[src/rtl/uart_rx_fifo.sv]
// 8N1 UART receiver with a small receive FIFO and sticky overflow/framing flags,
// presented to the CPU as one 16-bit status/data word.
module uart_rx_fifo #(
    parameter int CLKS_PER_BIT = 868,
    parameter int DEPTH        = 16
) (
    input  logic                      CLK_100MHz,
    input  logic                      RESET_N,
    input  logic                      CLK_CPU,
    input  logic                      UART_RX,
    input  logic                      RD,
    output logic [15:0]               DATA,
    output logic [$clog2(DEPTH):0]    COUNT
);

    localparam int CNT_W = (CLKS_PER_BIT > 2) ? $clog2(CLKS_PER_BIT) : 1;
    localparam int PTR_W = $clog2(DEPTH);

    localparam logic [CNT_W-1:0] BIT_LAST  = CNT_W'(CLKS_PER_BIT - 1);
    localparam logic [CNT_W-1:0] HALF_LAST = CNT_W'(CLKS_PER_BIT / 2 - 1);
    localparam logic [PTR_W:0]   FULL_CNT  = (PTR_W + 1)'(DEPTH);

    typedef enum logic [1:0] {
        ST_IDLE,
        ST_START,
        ST_DATA,
        ST_STOP
    } rx_state_t;

    rx_state_t        state, state_next;
    logic             rx_meta, rx_sync, rx_prev;
    logic             fall, bit_tick, half_tick, stop_tick;
    logic [CNT_W-1:0] clk_cnt;
    logic [2:0]       bit_idx;
    logic [7:0]       shift_reg;
    logic             push_req, ferr_set;

    logic [7:0]       mem [DEPTH];
    logic [PTR_W-1:0] wr_ptr, rd_ptr;
    logic [PTR_W:0]   count;
    logic             ovf, ferr;
    logic             cpu_rd, fifo_empty, fifo_full, push, pop, ovf_set;

    // NOTE: synchronizer resets to the idle level so releasing reset cannot look like a start edge.
    always_ff @(posedge CLK_100MHz or negedge RESET_N) begin
        if (!RESET_N) begin
            rx_meta <= 1'b1;
            rx_sync <= 1'b1;
            rx_prev <= 1'b1;
        end else begin
            rx_meta <= UART_RX;
            rx_sync <= rx_meta;
            rx_prev <= rx_sync;
        end
    end

    assign fall      = rx_prev & ~rx_sync;
    assign bit_tick  = (clk_cnt == BIT_LAST);
    assign half_tick = (clk_cnt == HALF_LAST);

    // NOTE: every always_comb output gets a default first so no path can infer a latch.
    always_comb begin
        state_next = state;
        stop_tick  = 1'b0;
        case (state)
            ST_IDLE:  if (fall) state_next = ST_START;
            ST_START: if (half_tick) state_next = rx_sync ? ST_IDLE : ST_DATA;
            ST_DATA:  if (bit_tick && bit_idx == 3'd7) state_next = ST_STOP;
            ST_STOP: begin
                if (bit_tick) begin
                    state_next = ST_IDLE;
                    stop_tick  = 1'b1;
                end
            end
            default:  state_next = ST_IDLE;
        endcase
    end

    always_ff @(posedge CLK_100MHz or negedge RESET_N) begin
        if (!RESET_N) begin
            state     <= ST_IDLE;
            clk_cnt   <= '0;
            bit_idx   <= '0;
            shift_reg <= '0;
            push_req  <= 1'b0;
            ferr_set  <= 1'b0;
        end else begin
            state <= state_next;
            // Period counter restarts on each state change and at every data-bit boundary.
            if (state_next != state || state == ST_IDLE || bit_tick)
                clk_cnt <= '0;
            else
                clk_cnt <= clk_cnt + CNT_W'(1);
            if (state == ST_IDLE && fall)
                bit_idx <= '0;
            if (state == ST_DATA && bit_tick) begin
                shift_reg <= {rx_sync, shift_reg[7:1]};
                bit_idx   <= bit_idx + 3'd1;
            end
            push_req <= stop_tick & rx_sync;
            ferr_set <= stop_tick & ~rx_sync;
        end
    end

    assign cpu_rd     = CLK_CPU & RD;
    assign fifo_empty = (count == '0);
    assign fifo_full  = (count == FULL_CNT);
    assign pop        = cpu_rd & ~fifo_empty;
    assign push       = push_req & (~fifo_full | pop);
    assign ovf_set    = push_req & fifo_full & ~pop;

    always_ff @(posedge CLK_100MHz or negedge RESET_N) begin
        if (!RESET_N) begin
            wr_ptr <= '0;
            rd_ptr <= '0;
            count  <= '0;
            ovf    <= 1'b0;
            ferr   <= 1'b0;
        end else begin
            if (push) wr_ptr <= wr_ptr + PTR_W'(1);
            if (pop)  rd_ptr <= rd_ptr + PTR_W'(1);
            case ({push, pop})
                2'b10:   count <= count + (PTR_W + 1)'(1);
                2'b01:   count <= count - (PTR_W + 1)'(1);
                default: count <= count;
            endcase
            ovf  <= ovf_set  | (ovf  & ~cpu_rd);
            ferr <= ferr_set | (ferr & ~cpu_rd);
        end
    end

    // NOTE: storage has no reset; the empty check below keeps stale entries invisible.
    always_ff @(posedge CLK_100MHz) begin
        if (push) mem[wr_ptr] <= shift_reg;
    end

    assign DATA  = {5'b0, ferr, ovf, ~fifo_empty, fifo_empty ? 8'h00 : mem[rd_ptr]};
    assign COUNT = count;

endmodule

[config.mk]
export PLATFORM = sky130hd
export DESIGN_NAME = uart_rx_fifo
export DESIGN_NICKNAME = d
export VERILOG_FILES = /design/src/rtl/uart_rx_fifo.sv
export SDC_FILE = /design/constraint.sdc
export NUM_CORES = 1
export LEC_CHECK = 0
export ABC_AREA = 1
export BUFFER_PORTS_ARGS = -buffer_cell sky130_fd_sc_hd__buf_2
export CAP_MARGIN = 20
export CORE_MARGIN = 2
export CORE_UTILIZATION = 45
export CTS_CLUSTER_DIAMETER = 30
export DETAILED_ROUTE_END_ITERATION = 10
export PLACE_DENSITY = 0.65
export SLEW_MARGIN = 15
export SYNTH_ARGS = -nofsm -noshare
export SYNTH_HDL_FRONTEND = slang
export SYNTH_SLANG_ARGS = --single-unit
[constraint.sdc]
create_clock -name CLK_100MHz -period 6.3 [get_ports CLK_100MHz]
set_clock_uncertainty 0.05 [all_clocks]
set_input_delay 0.315 -clock CLK_100MHz [delete_from_list [all_inputs] [get_ports CLK_100MHz]]
set_output_delay 0.315 -clock CLK_100MHz [all_outputs]
set_load 0.01 [all_outputs]
==> reports/metrics.cfg <==
[run_status]
status = finished, final reports clean

[placed_design]
gp_congestion = 0.796
dp_hpwl_um = 9490
port_buffers = 20
post-place-ws_ns = 3.45

[setup_path]
r2r_slack_ns = 3.47
path_depth = 9
path_buf_inv = 3
r2r_cells = 13
cp.required_ns = 5.93
startpoint_type = register
end_kind = primary output
cp_common_cell = nand2_1
startpoint = rd_ptr[0]
r2r_start = COUNT[0]
critical-path-top-delay-family = buffers and inverters
endpoint = DATA[6]
slowest_delay_ns = 0.78
critPathArrivalTime_ns = 2.91
cp_slowest_cell = clkinv_1
crit_chain = clkinv_1 -> buf_4 -> nand2_1 -> nand3_1 -> nand3_1 -> nand2_1 -> nand2_1 -> a21oi_1 -> buf_2
worstPathMaxFanout = 33
path_class = register to primary output
r2r_end = COUNT[4]

[synth]
synth.cell_area_mm2 = 0.00738
ys_seq_area_frac = 0.667
synthTopCellsByArea = edfxtp_1, dfrtp_1, nand2_1, nand3_1, ha_1
async_reset_ff_frac = 0.251
syn-mean-instance-area_um2 = 10.8
ys_ff_latch = 171
yosysUniqueCellTypes = 33
synth_edf_count = 128
yosys_warnings = 0
syn_inst = 683
yosys.area.top_type_share = 0.521
ys.flop_type = edfxtp_1
synth_top_area_cell = edfxtp_1

[clocking]
clk_latency_ns = 0.43
cts_buffer_depth = 2
clkTransAtPathRegs_ns = 0.06
cts_root_buffer = clkbuf_16
post_cts_buffers = 0
cts_tree = built
cts_buffers = 17
cts_sinks = 171
htreeDepth = 4

[floorplan]
boundaryPins = 26
die-width_um = 132
fp-row-count = 46
initial_core_util = 0.463
dieArea_mm2 = 0.0174
die_height_um = 132
core_mm2 = 0.0159

[layout]
layout-drive-gt1-share = 0.103
nFillCells = 1389
utilization = 0.519
syn_to_final_growth_pct = 12.2
final_nets = 716
final_common_cell = nand2_1
largest_reg_flops = 128
n_antenna_cell = 0
layout_common_cells = nand2_1, edfxtp_1, nand3_1, nor2_1, dfrtp_1

[global_routing]
grt_pass1_vias = 4714
grt_usage = 0.186
grt_pass1_wl_um = 24900
grt_start_max_net_pins = 67
grt.overflow.total = 0
antenna_found_initial = 0

[routing]
wl_um = 15500
drt_iter0_markers = 374
wire_per_inst_um = 16.7
post-route-drc-count = 0
via_per_inst = 5.23
drtAntennaViolNets = 0
via_count = 4842
first_pass_iters = 6

[power]
p_leak_nw = 3.47
finalPower_mw = 3.24
powerDensity_mw_per_mm2 = 392
vdd_drop_max_v = 0.000221

[timing]
post-route-min-period_ns = 3.28
hold_violations = 0
fin_tns_setup_ns = 0
setup_ws_ns = 3.02
slew_headroom = 0.318
rsz0062_at_grt = no
fin_crit_sh = 0.520
fmax_ghz = 0.305
setup_viol = 0
tightest_slew_ns = 1.02
slew_violations = 0

[min_path]
holdCritPathClass = input port to register

[job]
max_cap_viol_count = 0

==> worst min-delay path, stage by stage <==
cell and delay, ns:
buf_2 0.10, nand2_1 0.12, a21o_1 0.13
==> per-stage QoR <==
stage                     std cells  cell area (µm²)  hold WS, ns
final                           926             8280        0.216
after global routing            926             8280        0.252
after CTS                       923             8230       0.0267
after detailed placement        890             7570        0.299
after global placement          890             7570        0.298
after floorplan                 687             7400      -0.0306
==> per-layer routing <==
metal / wire (µm) / part of all wire / global-route usage
met2: 7160 / 0.46 / 0.284
met5: 0 / 0 / 0
met1: 7060 / 0.46 / 0.255
met4: 254 / 0.016 / 0.0682
met3: 993 / 0.064 / 0.0546
==> worst min path at each step <==
stage,start,to,slack (ns),cells after the start
3_3_place_gp,rx_meta,rx_sync,0.30,0
6_report,RD,ferr,0.22,3
4_1_cts,RESET_N,clk_cnt[8],0.03,1
5_1_grt,RD,ferr,0.25,3
3_5_place_dp,rx_meta,rx_sync,0.30,0
2_1_floorplan,RESET_N,COUNT[0],-0.03,0
==> cell type report <==
type                            instances  area (µm²)  area share
Tap cell                              216         270      0.0326
Clock inverter                         13         223      0.0269
Clock buffer                           19         433      0.0523
Sequential cell                       171        4920       0.595
Inverter                               33         124      0.0150
Timing Repair Buffer                   27         178      0.0215
Multi-Input combinational cell        447        2130       0.257
==> cells in the mapped netlist, types with 2 or more instances <==
master and instances:
a21oi_1 10, a31oi_1 2, buf_1 2, buf_2 10, buf_4 18, clkbuf_1 5
clkinv_1 2, dfrtp_1 40, dfstp_2 3, edfxtp_1 128, ha_1 13, inv_1 29
inv_2 2, nand2_1 219, nand2_2 6, nand3_1 109, nand4_1 4, nor2_1 41
nor2_2 3, o21ai_0 9, o21ai_2 3, xnor2_1 5, xor2_1 10
==> report_power, final <==
| part | internal [mW] | switching, mW |
|---|---|---|
| combinational | 0.245 | 0.533 |
| clock | 0.740 | 0.422 |
| sequential | 1.24 | 0.0633 |
==> cell families after synthesis <==
family,synth area share
simple gates,0.222
buf+inv,0.0470
xor+xnor,0.0178
compound gates,0.0214
fa+ha+maj,0.0247
flops,0.667
other cells,0.000508
==> what timing repair did <==
item	in CTS	in global routing
hold buffers	1	1
endpoints found under the setup margin	0	0
gates resized for setup	0	0
hold endpoints to repair	1	14
Note: power is estimated with default switching activity, not from simulation.
